**src/rtl/char_entry_buffer.sv**
```systemverilog
// Eight-slot character entry buffer driven by three debounced push-buttons.
// Buttons are synchronized, debounced, edge-detected, then applied as clr > del > add.
module char_entry_buffer #(
    parameter int unsigned DEBOUNCE_CYCLES = 2000000,
    parameter int unsigned MAX_CODE        = 35
) (
    input  logic       clk_i,
    input  logic       rst_i,
    input  logic [5:0] sw_i,
    input  logic       btn_add_i,
    input  logic       btn_del_i,
    input  logic       btn_clr_i,
    output logic [5:0] r0_o,
    output logic [5:0] r1_o,
    output logic [5:0] r2_o,
    output logic [5:0] r3_o,
    output logic [5:0] r4_o,
    output logic [5:0] r5_o,
    output logic [5:0] r6_o,
    output logic [5:0] r7_o,
    output logic [3:0] count_o,
    output logic       full_o,
    output logic       err_o
);

    localparam int unsigned CntW = (DEBOUNCE_CYCLES > 1) ? $clog2(DEBOUNCE_CYCLES) : 1;
    localparam logic [CntW-1:0] CntMax = CntW'(DEBOUNCE_CYCLES - 1);

    // Bit 0 = add, bit 1 = del, bit 2 = clr.
    logic [2:0]      btn_raw;
    logic [2:0]      sync1_q, sync2_q;
    logic [2:0]      level_q, level_d, level_dly_q;
    logic [2:0]      evt_q;
    logic [CntW-1:0] cnt_q [3];
    logic [CntW-1:0] cnt_d [3];

    assign btn_raw = {btn_clr_i, btn_del_i, btn_add_i};

    // The level flips on the cycle the counter would reach DEBOUNCE_CYCLES.
    always_comb begin
        for (int i = 0; i < 3; i++) begin
            cnt_d[i]   = '0;
            level_d[i] = level_q[i];
            if (sync2_q[i] != level_q[i]) begin
                if (cnt_q[i] == CntMax) begin
                    level_d[i] = ~level_q[i];
                end else begin
                    cnt_d[i] = cnt_q[i] + CntW'(1);
                end
            end
        end
    end

    always_ff @(posedge clk_i) begin
        if (rst_i) begin
            sync1_q     <= '0;
            sync2_q     <= '0;
            level_q     <= '0;
            level_dly_q <= '0;
            evt_q       <= '0;
            for (int i = 0; i < 3; i++) begin
                cnt_q[i] <= '0;
            end
        end else begin
            sync1_q     <= btn_raw;
            sync2_q     <= sync1_q;
            level_q     <= level_d;
            level_dly_q <= level_q;
            evt_q       <= level_q & ~level_dly_q;
            for (int i = 0; i < 3; i++) begin
                cnt_q[i] <= cnt_d[i];
            end
        end
    end

    logic [5:0] slot_q [8];
    logic [5:0] slot_d [8];
    logic [3:0] count_q, count_d;
    logic       err_q, err_d;
    logic [2:0] add_idx, del_idx;
    logic       code_bad;

    assign add_idx  = count_q[2:0];
    assign del_idx  = 3'(count_q - 4'd1);
    assign code_bad = (32'(sw_i) > MAX_CODE);

    always_comb begin
        slot_d  = slot_q;
        count_d = count_q;
        err_d   = 1'b0;
        if (evt_q[2]) begin
            for (int i = 0; i < 8; i++) begin
                slot_d[i] = '0;
            end
            count_d = '0;
        end else if (evt_q[1]) begin
            if (count_q == 4'd0) begin
                err_d = 1'b1;
            end else begin
                slot_d[del_idx] = '0;
                count_d         = count_q - 4'd1;
            end
        end else if (evt_q[0]) begin
            if (count_q == 4'd8 || code_bad) begin
                err_d = 1'b1;
            end else begin
                slot_d[add_idx] = sw_i;
                count_d         = count_q + 4'd1;
            end
        end
    end

    always_ff @(posedge clk_i) begin
        if (rst_i) begin
            for (int i = 0; i < 8; i++) begin
                slot_q[i] <= '0;
            end
            count_q <= '0;
            err_q   <= 1'b0;
        end else begin
            slot_q  <= slot_d;
            count_q <= count_d;
            err_q   <= err_d;
        end
    end

    assign r0_o    = slot_q[0];
    assign r1_o    = slot_q[1];
    assign r2_o    = slot_q[2];
    assign r3_o    = slot_q[3];
    assign r4_o    = slot_q[4];
    assign r5_o    = slot_q[5];
    assign r6_o    = slot_q[6];
    assign r7_o    = slot_q[7];
    assign count_o = count_q;
    assign full_o  = (count_q == 4'd8);
    assign err_o   = err_q;

endmodule
```
**config.mk**
```make
export PLATFORM = sky130hd
export DESIGN_NAME = char_entry_buffer
export DESIGN_NICKNAME = d
export VERILOG_FILES = /design/src/rtl/char_entry_buffer.sv
export SDC_FILE = /design/constraint.sdc
export NUM_CORES = 1
export LEC_CHECK = 0
export CORE_ASPECT_RATIO = 1.4
export CORE_MARGIN = 4
export CORE_UTILIZATION = 40
export CTS_BUF_LIST = sky130_fd_sc_hd__clkbuf_4
export DETAILED_ROUTE_END_ITERATION = 10
export HOLD_SLACK_MARGIN = 0.06
export RECOVER_POWER = 50
export SYNTH_ARGS = -nofsm -noshare
export SYNTH_HDL_FRONTEND = slang
export SYNTH_SLANG_ARGS = --single-unit
```
**constraint.sdc**
```tcl
create_clock -name clk_i -period 2.4 [get_ports clk_i]
set_clock_uncertainty 0.2 [all_clocks]
set_input_delay 0.24 -clock clk_i [delete_from_list [all_inputs] [get_ports clk_i]]
set_output_delay 0.24 -clock clk_i [all_outputs]
set_load 0.005 [all_outputs]
```
Word-level counts from Yosys, hierarchy flattened
Memory sizes are Yosys's and may differ from the RTL's.
Cells that the tools add are included.
{ "totals": {"register_bits": 68, "ramBits": 63, "inputBits": 11, "out_inout_bits": 54, "wordCells": 88, "memories": 1} }
{ "mem_list": {"columns": ["name", "depth", "width", "read_ports", "rd_clocked_by_memory_dff", "wr", "line_no", "rtl"], "rows": [
  ["cnt_q", 3, 21, 3, 0, 3, "34", "logic [CntW-1:0] cnt_q [3];"]
]} }
{ "op_classes": {"add_sub_neg": 5, "n_lt_le_gt_ge": 5, "n_eq_ne": 9, "muxes": 29, "bitwise_logic": 12, "reduce_logical": 10} }
{ "ops": {"columns": ["operator", "n"], "rows": [
  ["two-way mux 48 bit", 4],
  ["two-way mux 21 bit", 9],
  ["adder 21 x 1 -> 21 bit (second input constant)", 3],
  ["== test 21 bit (second input constant)", 3],
  ["bitwise AND 48 bit", 1],
  ["bitwise mux 48 bit", 1],
  ["NOT 48 bit", 1],
  ["demux 6 bit (select 3 bit)", 2],
  ["two-way mux 4 bit", 4],
  ["two-way mux 6 bit", 2],
  ["greater-or-equal comparator 4 bit (second input constant)", 2],
  ["< comparator 4 x 1 -> 1 bit (second input constant)", 2],
  ["NOT 3 -> 4 bit", 2],
  ["two-way mux 1 bit", 7],
  ["greater-than comparator 6 bit (second input constant)", 1],
  ["AND reduction 2 bit", 3],
  ["adder 4 x 1 -> 4 bit (second input constant)", 1],
  ["== test 4 bit (second input constant)", 1],
  ["zero test 4 bit", 1],
  ["inequality test 2 bit (second input constant)", 2],
  ["subtractor 4 x 1 -> 4 bit (second input constant)", 1],
  ["bitwise AND 3 bit", 1],
  ["inequality test 1 bit", 3],
  ["NOT 1 bit", 3],
  ["7 further kinds", 10]
]} }

Depth between registers and ports, before layout
{ "logic_depth": {"ltp_word": 10, "mapped_depth": 7, "mapped_depth_nobuf": 6} }

Worst setup path after synthesis
No wires, ideal clock.
{ "synth_timing": {"path_kind": "reg-to-reg", "startpoint": "reg count_q[0], in the netlist count_o[0]", "endpoint": "reg slot_q, in the netlist r5_o[0]", "setup_time_ns": 0.071, "arrival_ns": 2.074, "t_required_ns": 2.129, "slack_ns": 0.055, "path_stages_with_launch": 8, "cell_sequence": "dfxtp_1 -> clkbuf_1 -> inv_1 -> ha_1 -> and2_1 -> a32o_1 -> a21oi_1 -> o2bb2ai_1"} }
{ "synth_between": {"elab_chain_len": 10, "word_cells_on_any_way": 26, "cone_classes": "add/sub: 1; order compare: 4; eq/ne: 3; mux: 9; bitwise: 4; reduce/logical: 5"} }
{ "synth_lines": {"columns": ["item", "line_no", "rtl"], "rows": [
  ["start: declaration", "78", "logic [3:0] count_q, count_d;"],
  ["start signal: assignment", "122", "count_q <= count_d;"],
  ["subtractor 4 x 1 -> 4 bit *", null, null],
  ["named net del_idx[0]", "80", "logic [2:0] add_idx, del_idx;"],
  ["NOT 3 -> 4 bit (implied by the code) *", "100", "slot_d[del_idx] = '0;"],
  ["greater-or-equal comparator 4 bit (implied by the code) / < comparator 4 x 1 -> 1 bit (equally long branches)", "100", null],
  ["logical AND 1 bit (implied by the code)", "100", null],
  ["two-way mux 6 bit (implied by the code)", "100", null],
  ["demux 6 bit (select 3 bit) *", "100", null],
  ["NOT 48 bit (no line) *", null, null],
  ["bitwise AND 48 bit (no line) *", null, null],
  ["two-way mux 48 bit *", "97", "if (count_q == 4'd0) begin"],
  ["two-way mux 48 bit *", "96", "end else if (evt_q[1]) begin"],
  ["end signal: assignment", "121", "slot_q <= slot_d;"],
  ["end: declaration", "76", "logic [5:0] slot_q [8];"]
]} }
The timed path passes the listed nets; every way through them passes the cells marked *. The select of a mux whose other input is x is not followed.
A chain may end at the register's enable or synchronous reset.

Final worst setup path
{ "layout_timing": {"startpoint": "reg count_q[0], in the netlist count_o[0]", "endpoint": "out full_o"} }
{ "layout_between": {"elab_chain_len": 1} }
{ "layout_lines": {"columns": ["item", "line_no", "rtl"], "rows": [
  ["== test 4 bit", "136", "assign full_o = (count_q == 4'd8);"],
  ["end: declaration", "22", "output logic full_o,"]
]} }
No other way between the ends.

==> run_results.csv <==
group,metric,value,unit
outcome,status,"finished clean",
floorplan,num_rows,49,
timing,fmax,0.439,GHz
timing,hold_viol,0,
logic_synthesis,ys_seq_area_share,48.9,%
clock_network,cts_buffer_depth,2,
power_and_ir_drop,powerDensity,572,nW/um^2
critical_path,r2r_end,"cnt_q[0][20]$_SDFF_PP0_",
route,final_antenna_net_count,0,
grt,antenna_found_initial,1,
clock_network,numCtsBuffers,17,
route,wl,12300,microns
critical_path,cp_max_fo,5,
critical_path,max_stage_delay,0.51,ns
worst_hold_path,hold_path_class,"primary input to register",
placed_design,dpl_cell_area,6260,sq um
logic_synthesis,yosys_warnings,0,
grt,grt_max_degree,22,
timing,fin_crit,2.28,ns
logic_synthesis,syn_inst,565,
timing,timing.final.crit_share,95.0,%
floorplan,fp.dieH,145,microns
grt,grt_pass1_vias,4387,
route,vias_per_cell,5.35,
floorplan,initial_core_util,41.3,%
floorplan,die_w,106,microns
critical_path,crit_chain,"inv_2 > ha_4 > nand2b_4 > nor2_2 > clkdlybuf4s50_1",
timing,holdWs,0.102,ns
timing,final.setup.tns,0,ns
timing,rsz0062_at_grt,"no",
logic_synthesis,avgSynthCellArea,9.49,sq um
logic_synthesis,synth_top_area_share,48.9,%
clock_network,path_clk_slew,0.12,ns
placed_design,place.gp.congestion,0.847,
grt,grt.total_usage,16.6,%
critical_path,ff2ff_path_depth,5,
route,drc,0,
logic_synthesis,synth_ff_type,"dfxtp_1",
critical_path,cp_slowest_cell,"clkdlybuf4s50_1",
power_and_ir_drop,seqPwrFrac,58.4,%
cells_and_area,final_area,6570,sq um
logic_synthesis,syn_nets,582,
critical_path,critPathRequiredTime,1.96,ns
power_and_ir_drop,clkPwrFrac,37.9,%
timing,max_slew_margin,49.2,%
power_and_ir_drop,switchingPower,0.984,mW
worst_hold_path,hp-start,"btn_del_i",
power_and_ir_drop,p_int,2.77,mW
placed_design,hpwl,8820,microns
route,routedWlPerCell,14.7,microns
clock_network,postCtsSetupBuffers,0,
power_and_ir_drop,p_leak,2.21,nW
power_and_ir_drop,power_frac_comb,3.7,%
cells_and_area,area_growth,22.4,%
cells_and_area,nets,661,
grt,grt-ovfl-total,0,
clock_network,htree_levels,4,
critical_path,cp.arrival,1.84,ns
clock_network,cts_sinks,131,
route,drt_first_pass_iters,4,
route,vias,4470,
logic_synthesis,synth_edf_count,0,
logic_synthesis,async_reset_ff_share,0,%
route,drt_iter0_drc,169,
worst_hold_path,hold_path_depth,2,
floorplan,die_area,15400,sq um
critical_path,setup.worst_path.start_class,"register",
cells_and_area,drive_gt1_share,8.68,%
critical_path,r2r_slack,0.17,ns
cells_and_area,final_core_util,50.5,%
timing,setup_viol,0,
power_and_ir_drop,swShare,26.2,%
clock_network,insertion_delay,0.54,ns
logic_synthesis,synth.cell_area,5360,sq um
logic_synthesis,ys_ff_latch,131,
worst_hold_path,hold_end,"sync1_q[1]$_SDFF_PP0_",
critical_path,worstSetupPathType,"register to output pin",
timing,drv_slew,0,
floorplan,num_io_pins,65,
clock_network,clock-root-buffer,"clkbuf_4",
critical_path,worstReg2RegStart,"cnt_q[0][0]$_SDFF_PP0_",
job,drv_cap,0,
logic_synthesis,synthTopCellsByArea,"dfxtp_1 (49%), o2bb2ai_1 (6.9%), xnor2_1 (4.4%)",
floorplan,core_area,13000,sq um
clock_network,cts_tree,"built",
logic_synthesis,synth_largest_area_cell,"dfxtp_1",
timing,worstMarginPinSlew,0.759,ns
critical_path,crit_path_end_kind,"output pin",
placed_design,numPortBuffers,64,
grt,grt_pass1_wl,20900,microns
logic_synthesis,ys_types,48,
power_and_ir_drop,irDropWorstVdd,290,uV
## flip-flops by register name, indices dropped and copies added (netlist names)
signal,cells
cnt_q,63
count_o,4
err_o,1
evt_q,3
level_dly_q,3
level_q,3
r0_o,6
r1_o,6
r2_o,6
r3_o,6
r4_o,6
r5_o,6
r6_o,6
r7_o,6
sync1_q,3
sync2_q,3
## worst max-delay path: cells and delay by family, from the launching register on
family                     cells  cell delay, ns
DFF                            1            0.34
buffers and inverters          2            0.63
adders and majority gates      1            0.17
and+or+nand+nor                2            0.17
## Yosys cell counts (4+ instances only)
cell,count
nor4b_1,4
xnor2_1,27
o2bb2ai_1,42
or4_1,11
nor2b_1,17
nor2_1,54
nor3_1,9
nand2_1,26
or3_1,20
nor4_1,6
nand4_1,16
a21oi_1,34
xor2_1,17
clkbuf_1,14
buf_2,5
inv_1,18
a32o_1,10
and2_1,4
o31ai_1,7
dfxtp_1,131
and4_1,5
nand3_1,25
ha_1,6
o21ai_0,21
## kinds of logic (layout without fill, tap and decap cells)
logic type / after synthesis / after routing / share of synthesized area [%]
AOI/OAI and AO/OA: 131 / 131 / 17.4
xor gates and xnor gates: 44 / 44 / 7.18
adders and majority gates: 6 / 6 / 1.40
buffers and inverters: 38 / 130 / 2.80
DFF: 131 / 131 / 48.9
muxes: 1 / 1 / 0.210
other: 0 / 1 / 0
and+or+nand+nor: 214 / 214 / 22.2
## per-layer routing
layer | track usage, % | part of all wire (%)
met1 | 18.7 | 42
met2 | 29.0 | 51
met3 | 4.44 | 4.5
met4 | 7.39 | 2.2
met5 | 0 | 0
## stage by stage
stage / setup WS, ns / power (mW) / instances
after floorplan: 0.0546 / 2.32 / 565
after global placement: 0.130 / 2.37 / 801
after detailed placement: 0.0765 / 2.38 / 801
after CTS: 0.0180 / 3.82 / 835
after global routing: 0.00108 / 3.91 / 836
final: 0.121 / 3.76 / 836
## layout by cell type, fill, tap and decap left out, types with 5 or more instances in the layout
cell type / count
xor2_1: 17
dfxtp_1: 130
buf_4: 9
and4_1: 5
clkbuf_4: 17
inv_6: 7
a32o_1: 10
inv_1: 17
xnor2_1: 27
a21oi_1: 34
nor3_1: 9
nor2_1: 53
clkdlybuf4s50_1: 13
or3_1: 20
o21ai_0: 21
o31ai_1: 7
nand2_1: 26
nor2b_1: 17
ha_1: 5
nor4_1: 6
or4_1: 11
nand3_1: 25
dlygate4sd3_1: 53
o2bb2ai_1: 42
nand4_1: 16
## layout make-up
| class | instances | area (sq um) |
|---|---|---|
| clock buffer | 17 | 128 |
| tap | 178 | 223 |
| multi-input combinational | 396 | 2610 |
| fill | 1259 | 6430 |
| timing repair buffer | 80 | 764 |
| clock inverter | 15 | 145 |
| antenna | 1 | 2.50 |
| inverter | 18 | 67.6 |
| sequential | 131 | 2620 |
## worst max-delay path by stage
| stage | start | endpoint |
|---|---|---|
| final | count_o[0]$_SDFFE_PP0P_ | full_o |
| after global routing | count_o[1]$_SDFFE_PP0P_ | full_o |
| after CTS | count_o[0]$_SDFFE_PP0P_ | full_o |
| after detailed placement | sw_i[2] | r4_o[5]$_SDFFE_PP0P_ |
| after global placement | sw_i[4] | r4_o[0]$_SDFFE_PP0P_ |
| after floorplan | count_o[0]$_SDFFE_PP0P_ | r5_o[0]$_SDFFE_PP0P_ |
## power by group through the flow
stage          clock, mW  combinational [mW]  sequential (mW)
2_1_floorplan          0              0.0834             2.24
3_3_place_gp           0               0.132             2.24
3_5_place_dp           0               0.133             2.24
4_1_cts             1.48               0.139             2.19
5_1_grt             1.56               0.151             2.20
6_report            1.43               0.137             2.20
## timing repair
action	CTS	global route
hold buffers	2	0
hold endpoints to repair	2	0
gates cloned	0	0
setup endpoints to repair	1	1
gates resized for setup	4	2
(Power assumes the default switching activity.)
==> patch: new RTL, same flow settings <==
Compare `count_q` against `4'd8` with >= in place of ==.
--- a/src/rtl/char_entry_buffer.sv
+++ b/src/rtl/char_entry_buffer.sv
@@ -103,3 +103,3 @@
         end else if (evt_q[0]) begin
-            if (count_q == 4'd8 || code_bad) begin
+            if (count_q >= 4'd8 || code_bad) begin
                 err_d = 1'b1;
Formal check against the unedited RTL: same outputs for any inputs over 10 cycles, from zero or initial values and one cycle with rst_i high; that may be too few to reach the edited logic, so the function may still have changed.
==> patch against the original RTL <==
  * Total power increased by 13%
  * Sequential cell count unchanged
  * Cell area increased by 3.2%
  * Routed wire length increased by 1.7%
  * Setup slack got worse by 0.021 ns
  * Synthesized area increased by 0.42%
  * Clock power increased by 36%
  * Sequential share of layout area decreased by 1.2 points
  * Non-clock buffer count increased by 15
==> patch: results (changes against the original RTL) <==
- Met3 GRT Util: 4.578% (was 4.444%)
- RD Place Congestion: 0.7791 (was 0.8473)
- Dpl hpwl: 9453 µm (was 8821 µm)
- Seq/Total Area, Yosys: 48.69% (was 48.89%)
- Worst VDD drop: 0.3041 mV (was 0.2904 mV)
- DP Area: 0.006372 mm² (was 0.006262 mm²)
- First-pass GRT wire length: 21420 µm (was 20850 µm)
- Antenna violations before repair: 1 (unchanged)
- CP max FO: 11 (was 5)
- Pre-antenna DRT Iters: 6 (was 4)
- Synthesis Warnings: 0 (unchanged)
- Worst-Margin Slew: 0.6507 ns (was 0.7590 ns)
- Final total power: 0.004251 W (was 0.003758 W)
- Clk_lat worst skew: 0.51 ns (was 0.54 ns)
- Largest net degree at the start of global routing: 25 (was 22)
- Wirelength, routed: 12490 µm (was 12290 µm)
- Layout fillers: 1249 (was 1259)
- FF+latch count, synth: 131 (unchanged)
- Hold crit path type: in2reg (unchanged)
- Port buffer count: 64 (unchanged)
- Sw power: 0.0008787 W (was 0.0009838 W)
- Nets@finish: 679 (was 661)
- Clk slew on worst S/H paths: approximately 0.11 ns
- Outcome: finished clean (unchanged)
- Post-CTS setup buffer count: 0 (unchanged)
- CP peak stage delay: 0.58 ns (was 0.51 ns)
- Met1 global-route usage: 18.85% (was 18.73%)
- Area contributors post-synth: dfxtp_1, a32o_1, xnor2_1 (was dfxtp_1, o2bb2ai_1, xnor2_1)
- Most flop-heavy register: cnt_q (unchanged)
- GRT Total Usage: 16.86% (was 16.58%)
- Max reg flops: 63 (unchanged)
- Asr flop ratio synth: 0% (unchanged)
- Slowest cell on crit path: dfxtp_1 (was clkdlybuf4s50_1)
- Vias/cell: 5.356 (was 5.347)
- Share of total power in the clock network: 45.9% (was 37.9%)
- Synth Net Count: 588 (was 582)
- Initial DRC Count: 181 (was 169)
- Htree depth: 4 (unchanged)
- TritonCTS buffer count: 17 (unchanged)
- CP arrival: 1.86 ns (was 1.84 ns)
- CTS Root Cell: clkbuf_4 (unchanged)
- Share of layout cells above drive strength 1: 11.09% (was 8.676%)
- Bufs on Longest Clock Path: 2 (unchanged)
- Comb power frac: 2.7% (was 3.7%)
- Cell variety after synth: 55 (was 48)
- Vias in the first global route: 4499 (was 4387)
- M2 GR Usage: 30.62% (was 29.02%)
- Synth cell count leaders: dfxtp_1, nor2_1, a21oi_1 (was dfxtp_1, nor2_1, o2bb2ai_1)
- P_leak: 2.330 nW (was 2.213 nW)
-- patch: cell type report --
class | instances | area share, %
sequential | 131 | 38.71
multi-input combinational | 387 | 37.84
timing repair buffer | 95 | 12.59
clock inverter | 14 | 3.821
tap | 178 | 3.286
clock buffer | 18 | 1.994
inverter | 31 | 1.717
antenna | 1 | 0.03692
-- patch: stage by stage --
step                      instances  worst slack [ns]  utilization, %  hold slack [ns]
after CTS                       854           0.01192           52.32          0.08325
after detailed placement        820           0.08306           49.03           0.1743
after floorplan                 572           0.02244               -           0.1191
after global routing            855          0.001198           52.15           0.1063
after global placement          820           0.03242           49.03           0.1723
final                           855           0.09992           52.15           0.1598
-- patch: worst max-delay path, delay by kind of cell (launching register included) --
family,cells,cell delay (ns)
DFF,1,0.58
buffers and inverters,1,0.51
and+or+nand+nor,1,0.26
-- patch: cells by family after synthesis --
kind of cell	synth area share (%)
buffers and inverters	3.972
DFF	48.69
xor gates and xnor gates	6.016
AOI/OAI and AO/OA	18.63
and+or+nand+nor	21.53
adders and majority gates	1.161
-- patch: path summary, 6_finish.rpt --
kind | slack, ns | depth (start not counted) | from | to
worst max-delay path | 0.1 | 2 | count_o[3] | full_o
worst max register to register | 0.16 | 5 | cnt_q[0][0] | cnt_q[0][20]
worst min register to register | 0.18 | 1 | level_dly_q[0] | evt_q[0]
worst min-delay path | 0.16 | 2 | btn_del_i | sync1_q[1]
-- patch: repair_timing --
action,4_1_cts,5_1_grt
hold buffers,2,0
hold endpoints to repair,2,0
pin swaps,0,0
endpoints found under the setup margin,1,1
gates resized for setup,3,1
-- patch: routing by layer --
layer,vias up,part of all wire [%]
li1,2309,-
met1,2126,41
met2,124,53
met3,20,4.6
met4,0,1.9
met5,-,0
